[src/rtl/multi_cycle_control_if.sv]
// Control bundle between the multi-cycle MIPS controller (master) and its datapath (slave).
interface multi_cycle_control_if;
  logic [5:0] Opcode;
  logic [5:0] Funct;
  logic       Zero;
  logic       PCEn;
  logic       IorD;
  logic       MemWrite;
  logic       IRWrite;
  logic       RegDst;
  logic       MemtoReg;
  logic       RegWrite;
  logic       ALUSrcA;
  logic [1:0] ALUSrcB;
  logic [2:0] ALUControl;
  logic [1:0] PCSrc;
  logic [3:0] State;

  modport master (
    input  Opcode, Funct, Zero,
    output PCEn, IorD, MemWrite, IRWrite, RegDst, MemtoReg, RegWrite,
           ALUSrcA, ALUSrcB, ALUControl, PCSrc, State
  );

  modport slave (
    output Opcode, Funct, Zero,
    input  PCEn, IorD, MemWrite, IRWrite, RegDst, MemtoReg, RegWrite,
           ALUSrcA, ALUSrcB, ALUControl, PCSrc, State
  );
endinterface

[src/rtl/multi_cycle_control.sv]
// Multi-cycle MIPS main controller: state sequencer plus combinational decode of control lines.
// Define MCC_ADDI_EN to enable addi (DECODE->ADDIEX->ADDIWB); otherwise addi runs as a no-op.
module multi_cycle_control (
  input logic                   CLK,
  input logic                   RST,
  multi_cycle_control_if.master bus
);

  typedef enum logic [3:0] {
    FETCH  = 4'd0,
    DECODE = 4'd1,
    MEMADR = 4'd2,
    MEMRD  = 4'd3,
    MEMWB  = 4'd4,
    MEMWR  = 4'd5,
    EXEC   = 4'd6,
    ALUWB  = 4'd7,
    BRANCH = 4'd8,
    ADDIEX = 4'd9,
    ADDIWB = 4'd10,
    JUMP   = 4'd11
  } state_t;

  localparam logic [5:0] OP_RTYPE = 6'b000000;
  localparam logic [5:0] OP_LW    = 6'b100011;
  localparam logic [5:0] OP_SW    = 6'b101011;
  localparam logic [5:0] OP_BEQ   = 6'b000100;
  localparam logic [5:0] OP_ADDI  = 6'b001000;
  localparam logic [5:0] OP_J     = 6'b000010;

  state_t state_q, state_d;
  logic   hold_q;

  logic       pcen, iord, memwrite, irwrite, regdst, memtoreg, regwrite, alusrca;
  logic [1:0] alusrcb, pcsrc;
  logic [2:0] aluctl, alu_funct;

  // hold_q keeps FETCH for one extra edge after reset is released.
  always_ff @(posedge CLK or posedge RST) begin
    if (RST) begin
      state_q <= FETCH;
      hold_q  <= 1'b1;
    end else begin
      state_q <= state_d;
      hold_q  <= 1'b0;
    end
  end

  always_comb begin
    state_d = FETCH;
    if (!hold_q) begin
      case (state_q)
        FETCH:  state_d = DECODE;
        DECODE: begin
          case (bus.Opcode)
            OP_LW, OP_SW: state_d = MEMADR;
            OP_RTYPE:     state_d = EXEC;
            OP_BEQ:       state_d = BRANCH;
`ifdef MCC_ADDI_EN
            OP_ADDI:      state_d = ADDIEX;
`endif
            OP_J:         state_d = JUMP;
            default:      state_d = FETCH;
          endcase
        end
        MEMADR: state_d = (bus.Opcode == OP_SW) ? MEMWR : MEMRD;
        MEMRD:  state_d = MEMWB;
        EXEC:   state_d = ALUWB;
`ifdef MCC_ADDI_EN
        ADDIEX: state_d = ADDIWB;
`endif
        default: state_d = FETCH;
      endcase
    end
  end

  always_comb begin
    case (bus.Funct)
      6'b100000: alu_funct = 3'b010;
      6'b100010: alu_funct = 3'b110;
      6'b100100: alu_funct = 3'b000;
      6'b100101: alu_funct = 3'b001;
      6'b101010: alu_funct = 3'b111;
      default:   alu_funct = 3'b010;
    endcase
  end

  always_comb begin
    pcen     = 1'b0;
    iord     = 1'b0;
    memwrite = 1'b0;
    irwrite  = 1'b0;
    regdst   = 1'b0;
    memtoreg = 1'b0;
    regwrite = 1'b0;
    alusrca  = 1'b0;
    alusrcb  = 2'b00;
    aluctl   = 3'b000;
    pcsrc    = 2'b00;
    case (state_q)
      FETCH: begin
        alusrcb = 2'b01;
        aluctl  = 3'b010;
        irwrite = 1'b1;
        pcen    = 1'b1;
      end
      DECODE: begin
        alusrcb = 2'b11;
        aluctl  = 3'b010;
      end
      MEMADR: begin
        alusrca = 1'b1;
        alusrcb = 2'b10;
        aluctl  = 3'b010;
      end
      MEMRD: iord = 1'b1;
      MEMWR: begin
        iord     = 1'b1;
        memwrite = 1'b1;
      end
      MEMWB: begin
        memtoreg = 1'b1;
        regwrite = 1'b1;
      end
      EXEC: begin
        alusrca = 1'b1;
        aluctl  = alu_funct;
      end
      ALUWB: begin
        regdst   = 1'b1;
        regwrite = 1'b1;
      end
      BRANCH: begin
        alusrca = 1'b1;
        aluctl  = 3'b110;
        pcsrc   = 2'b01;
        pcen    = bus.Zero;
      end
`ifdef MCC_ADDI_EN
      ADDIEX: begin
        alusrca = 1'b1;
        alusrcb = 2'b10;
        aluctl  = 3'b010;
      end
      ADDIWB: regwrite = 1'b1;
`endif
      JUMP: begin
        pcsrc = 2'b10;
        pcen  = 1'b1;
      end
      default: ;
    endcase
    // State is already FETCH while RST is high; only the write enables need masking.
    if (RST) begin
      pcen     = 1'b0;
      irwrite  = 1'b0;
      regwrite = 1'b0;
      memwrite = 1'b0;
    end
  end

  assign bus.PCEn       = pcen;
  assign bus.IorD       = iord;
  assign bus.MemWrite   = memwrite;
  assign bus.IRWrite    = irwrite;
  assign bus.RegDst     = regdst;
  assign bus.MemtoReg   = memtoreg;
  assign bus.RegWrite   = regwrite;
  assign bus.ALUSrcA    = alusrca;
  assign bus.ALUSrcB    = alusrcb;
  assign bus.ALUControl = aluctl;
  assign bus.PCSrc      = pcsrc;
  assign bus.State      = state_q;

endmodule

[src/flat_wrapper.sv]
// flat-port wrapper written by rule: the top's interface ports become plain ports
module multi_cycle_control_flat 
  (CLK, RST, bus_Opcode, bus_Funct, bus_Zero, bus_PCEn, bus_IorD, bus_MemWrite, bus_IRWrite, bus_RegDst, bus_MemtoReg, bus_RegWrite, bus_ALUSrcA, bus_ALUSrcB, bus_ALUControl, bus_PCSrc, bus_State);
  multi_cycle_control_if bus_i ();
  input logic CLK;
  input logic RST;
  input wire logic [$bits(bus_i.Opcode)-1:0] bus_Opcode;
  input wire logic [$bits(bus_i.Funct)-1:0] bus_Funct;
  input wire logic [$bits(bus_i.Zero)-1:0] bus_Zero;
  output wire logic [$bits(bus_i.PCEn)-1:0] bus_PCEn;
  output wire logic [$bits(bus_i.IorD)-1:0] bus_IorD;
  output wire logic [$bits(bus_i.MemWrite)-1:0] bus_MemWrite;
  output wire logic [$bits(bus_i.IRWrite)-1:0] bus_IRWrite;
  output wire logic [$bits(bus_i.RegDst)-1:0] bus_RegDst;
  output wire logic [$bits(bus_i.MemtoReg)-1:0] bus_MemtoReg;
  output wire logic [$bits(bus_i.RegWrite)-1:0] bus_RegWrite;
  output wire logic [$bits(bus_i.ALUSrcA)-1:0] bus_ALUSrcA;
  output wire logic [$bits(bus_i.ALUSrcB)-1:0] bus_ALUSrcB;
  output wire logic [$bits(bus_i.ALUControl)-1:0] bus_ALUControl;
  output wire logic [$bits(bus_i.PCSrc)-1:0] bus_PCSrc;
  output wire logic [$bits(bus_i.State)-1:0] bus_State;
  assign bus_i.Opcode = bus_Opcode;
  assign bus_i.Funct = bus_Funct;
  assign bus_i.Zero = bus_Zero;
  assign bus_PCEn = bus_i.PCEn;
  assign bus_IorD = bus_i.IorD;
  assign bus_MemWrite = bus_i.MemWrite;
  assign bus_IRWrite = bus_i.IRWrite;
  assign bus_RegDst = bus_i.RegDst;
  assign bus_MemtoReg = bus_i.MemtoReg;
  assign bus_RegWrite = bus_i.RegWrite;
  assign bus_ALUSrcA = bus_i.ALUSrcA;
  assign bus_ALUSrcB = bus_i.ALUSrcB;
  assign bus_ALUControl = bus_i.ALUControl;
  assign bus_PCSrc = bus_i.PCSrc;
  assign bus_State = bus_i.State;
  multi_cycle_control u_core (.CLK(CLK), .RST(RST), .bus(bus_i));
endmodule
[config.mk]
export PLATFORM = sky130hd
export DESIGN_NAME = multi_cycle_control_flat
export DESIGN_NICKNAME = d
export VERILOG_FILES = /design/src/rtl/multi_cycle_control_if.sv /design/src/rtl/multi_cycle_control.sv /design/src/flat_wrapper.sv
export SDC_FILE = /design/constraint.sdc
export NUM_CORES = 1
export LEC_CHECK = 0
export CAP_MARGIN = 20
export CORE_MARGIN = 4
export CORE_UTILIZATION = 30
export CTS_CLUSTER_SIZE = 30
export DETAILED_ROUTE_END_ITERATION = 10
export PLACE_DENSITY = 0.77
export SLEW_MARGIN = 25
export SYNTH_ARGS = -nofsm -noshare
export SYNTH_HDL_FRONTEND = slang
export SYNTH_SLANG_ARGS = --single-unit
[constraint.sdc]
create_clock -name CLK -period 1.9 [get_ports CLK]
set_input_delay 0.38 -clock CLK [delete_from_list [all_inputs] [get_ports CLK]]
set_output_delay 0.38 -clock CLK [all_outputs]
set_load 0.01 [all_outputs]
# == Word-level counts from Yosys, hierarchy flattened ==
# Index checks and enable logic that the tools add are counted.
# word_totals
reg_bits,5
input_bits,15
output_inout_bits,19
word_cells,47
# op_classes
n_eq_ne,17
mux,20
reduce_logical,8
# ops
cell,n
"6-bit == test, second input constant",6
4-bit case mux with 5 select lines,1
"4-bit by 3-bit == test with 1-bit output, second input constant",4
4-bit case mux with 4 select lines,1
3-bit case mux with 4 select lines,1
1-bit two-way mux,11
3-bit case mux with 3 select lines,1
"4-bit by 2-bit == test with 1-bit output, second input constant",2
"4-bit == test, second input constant",2
2-bit OR reduction,4
"6-bit by 2-bit == test with 1-bit output, second input constant",1
"6-bit by 3-bit == test with 1-bit output, second input constant",1
6-bit zero test,1
2-bit case mux with 3 select lines,1
3-bit OR reduction,2
"4-bit by 1-bit == test with 1-bit output, second input constant",1
4-bit zero test,1
4-bit two-way mux,1
2-bit case mux with 2 select lines,1
3-bit two-way mux,1
1-bit case mux with 2 select lines,1

# == Logic depth before layout (Yosys ltp) ==
# logic_depth
word_depth,5
mapped_depth,5
mapped_depth_nobuf,3

# == Least setup slack after synthesis ==
# OpenSTA, ideal clock, no wires.
# synth_timing
path_type,register -> output
from,register u_core.state_q[0] (netlist: u_core.bus.State[0])
to,output port bus_PCEn
arrival_time_ps,1352
required_time_ps,1520
setup_slack_ps,168
path_stages_with_launch,6
n_path_buf,2
cell_sequence,dfrtp_1 clkbuf_1 clkbuf_1 nand3_1 o31a_1 nor3_1
# synth_between
elab_chain_len,4
elab_cells_between_ends,6
classes_between,2 x eq/ne; 2 x mux; 2 x reduce/logical
# synth_lines
item,line_no,rtl
"start, declared",multi_cycle_control.sv:31,"state_t state_q, state_d;"
"start signal, assigned",multi_cycle_control.sv:44,state_q <= state_d;
4-bit == test or 4-bit zero test (tied branches),multi_cycle_control.sv:100,case (state_q)
2-bit OR reduction (no line),-,
1-bit case mux with 2 select lines (*),multi_cycle_control.sv:100,
1-bit two-way mux (*),multi_cycle_control.sv:154,if (RST) begin
"end, declared",flat_wrapper.sv:10,output wire logic [$bits(bus_i.PCEn)-1:0] bus_PCEn;
# Every way passes the cells marked *; elsewhere a longest branch is shown, timed or not.

# == Worst setup path after layout ==
# layout_timing
from,input port bus_Funct[0]
to,output port bus_ALUControl[0]
# layout_between
elab_chain_len,3
elab_cells_between_ends,6
classes_between,4 x eq/ne; 2 x mux
# layout_lines
item,line_no,rtl
"start, declared",flat_wrapper.sv:8,input wire logic [$bits(bus_i.Funct)-1:0] bus_Funct;
6-bit == test,multi_cycle_control.sv:78,case (bus.Funct)
3-bit case mux with 4 select lines (*),multi_cycle_control.sv:78,
3-bit case mux with 3 select lines (*),multi_cycle_control.sv:100,
"end, declared",flat_wrapper.sv:19,output wire logic [$bits(bus_i.ALUControl)-1:0] bus_ALUControl;
# Marked as above.

==> results.toml <==
[critical_path]
cp_max_fo = 2
critPathCaptureType = "output pin"
critical_path_class = "in -> out"
startpoint_type = "input pin"
worstPathRequired_ns = 1.52
worstPathArrival_ns = 1.53
r2r_slack_ns = 0.11

[drt]
first_iter_violations = 10
wl_um = 2050
first_pass_iters = 4
wl_per_cell_um = 13.6
vias_per_cell = 4.99
drcViolationCount = 0
vias = 748
ant_nets = 0

[grt]
globalRouteMet3Util = 0.0452
antenna_found_initial = 0
use_met1 = 0.194
top_usage_layer = "met2"
grt_pass1_wl_um = 3170
grt.total_usage = 0.169
overflow = 0
grt_use_met2 = 0.280
grt_max_degree = 10
grt_pass1_vias = 724

[synth]
synth_cell_types = 37
synthAdderAreaFrac = 0.0188
synth_top_family_by_area = "simple AND/OR/NAND/NOR gates"
synthCells = 70
yosys.area_share.simple = 0.421
synth_compound_area_frac = 0.224
yosysSeqAreaShare = 0.238
yosys-mux-area-fraction = 0
synthesis.nets = 85
ys_ff_latch = 5
synth_warnings = 0
syn_area_per_cell_um2 = 7.60
synthXorXnorAreaFrac = 0.0329
syn-cell-area_um2 = 532

[run_status]
status = "finished with violations"
violations = "negative setup slack"

[cells_and_area]
n_antenna_cell = 0
nFillCells = 143
stdcell_count = 150
synthToLayoutAreaGrowth_pct = 105
seq_area_um2 = 131
fin_util = 0.684
nets = 142
layout_common_cells = "24 x buf_4, 15 x clkdlybuf4s50_1, 6 x nor3_1, 6 x dlygate4sd2_1"
design_area_um2 = 1090
drive_gt1_frac = 0.405
multi_input_area_um2 = 409
final_common_cell = "buf_4"

[timing]
skew_ns = 0.00987
fin_crit_ns = 1.91
setup_slack_ns = -0.00574
hold_viol_final = 0
fin_setup_tns_ns = -0.00574
rsz0062_at_grt = "yes"
fmax_mhz = 525
slew_violations = 0
period_share = 1.00
finalSetupViolCount = 1

[pwr]
leakagePower_nw = 0.493
p_comb_frac = 0.332
vdd_ir_drop_max_mv = 0.462
p_sw_uw = 108
cellPowerDensity_nw_per_um2 = 340
swShare = 0.291
seqPwrFrac = 0.314
intPower_uw = 263
power.share.clock = 0.354

[cts]
cts.sinks = 5
cts-root-buf = "clkbuf_4"
cts_buffers = 3
clock_latency_ns = 0.26
cts_buffer_depth = 2
clkTransAtPathRegs_ns = 0.05
htree_levels = 1
cts_tree = "done"

[floorplanning]
die_w_um = 50.1
start_util = 0.334
ios = 34
core_um2 = 1590
die_y_um = 50.1
die_area_um2 = 2510
rows = 14

[placed_design]
post_dp_cell_area_um2 = 1010
port-buffer-count = 33
gp_congestion = 0.831
dp.cells = 141
dp_slack_ns = -0.576
place_hpwl_um = 1550

[run]
cap_violations = 0

[min_path]
min_path_type = "in -> async"
==> what timing repair did <==
item | in CTS | in global routing
resized for setup | 33 | 17
hold buffers | 0 | 0
endpoints found under the setup margin | 15 | 11
buffers inserted | 1 | 4
pin swaps | 1 | 3
==> synth_stat cells (all sizes together) <==
cell type	instances	area share
a41o	1	0.019
o31a	1	0.016
a311oi	1	0.016
o32ai	1	0.016
nor2b	2	0.024
and3	2	0.026
nand4	4	0.047
xnor2	2	0.033
or4b	1	0.019
nor3	8	0.085
or2	2	0.024
a21oi	3	0.028
and3b	1	0.016
clkbuf	4	0.028
inv	3	0.021
conb	1	0.0071
maj3	1	0.019
buf	1	0.0094
dfstp	1	0.049
nor2	5	0.035
o22ai	1	0.012
nand3	2	0.019
o21a	1	0.014
or4	1	0.021
dfrtp	4	0.19
nor3b	1	0.014
a41oi	1	0.016
nand2b	4	0.047
a211oi	2	0.028
nor4	1	0.012
or3	1	0.012
a2111o	2	0.042
a21boi	1	0.014
nand2	3	0.021
==> path summary, 6_finish.rpt <==
kind                                          start             endpoint  depth (start not counted)
max in group asynchronous                       RST        u_core.hold_q                          2
min in group CLK                      u_core.hold_q  u_core.bus.State[3]                          1
worst max-delay path                   bus_Funct[0]    bus_ALUControl[0]                          5
worst min register to register        u_core.hold_q  u_core.bus.State[3]                          1
worst max register to register  u_core.bus.State[0]  u_core.bus.State[1]                          6
worst min-delay path                            RST  u_core.bus.State[2]                          2
==> routing by layer <==
| metal | vias up | part of all wire |
|---|---|---|
| li1 | 384 | - |
| met1 | 332 | 0.41 |
| met2 | 28 | 0.50 |
| met3 | 4 | 0.067 |
| met4 | 0 | 0.020 |
| met5 | - | 0 |
==> per-stage QoR <==
stage,total power [mW],hold WS (ns)
3_5_place_dp,0.235,0.588
6_report,0.370,0.112
3_3_place_gp,0.233,0.579
2_1_floorplan,0.157,0.158
5_1_grt,0.393,0.154
4_1_cts,0.371,0.440
==> area by class of cell <==
class / instances / area share
inverters: 3 / 0.0103
clock buffers: 4 / 0.0241
repair buffers: 57 / 0.442
well taps: 24 / 0.0276
flip-flops and latches: 5 / 0.121
multi-input cells: 57 / 0.375
==> power groups by stage <==
stage | logic [mW] | clock network [mW] | registers (mW)
3_5_place_dp | 0.116 | 0 | 0.119
2_1_floorplan | 0.0412 | 0 | 0.116
5_1_grt | 0.132 | 0.144 | 0.117
4_1_cts | 0.119 | 0.135 | 0.117
6_report | 0.123 | 0.131 | 0.116
3_3_place_gp | 0.114 | 0 | 0.119
==> cell families (layout without fill, tap and decap cells) <==
family                     Yosys count  after routing
adders and majority gates            1              1
buffers and inverters                8             64
other                                1              1
AOI/OAI and AO/OA                   15             15
DFF                                  5              5
and+or+nand+nor                     38             38
xor gates and xnor gates             2              2
==> sequential cells by signal (all words and copies together) (netlist names) <==
name              count
u_core.hold_q         1
u_core.bus.State      4
==> critical path, cell delays in order <==
cell             delay, ns
clkdlybuf4s50_1       0.45
nor2_2                0.16
nand4_1               0.14
a211oi_2              0.24
buf_2                 0.16
Power figures use the tool's default switching activity.
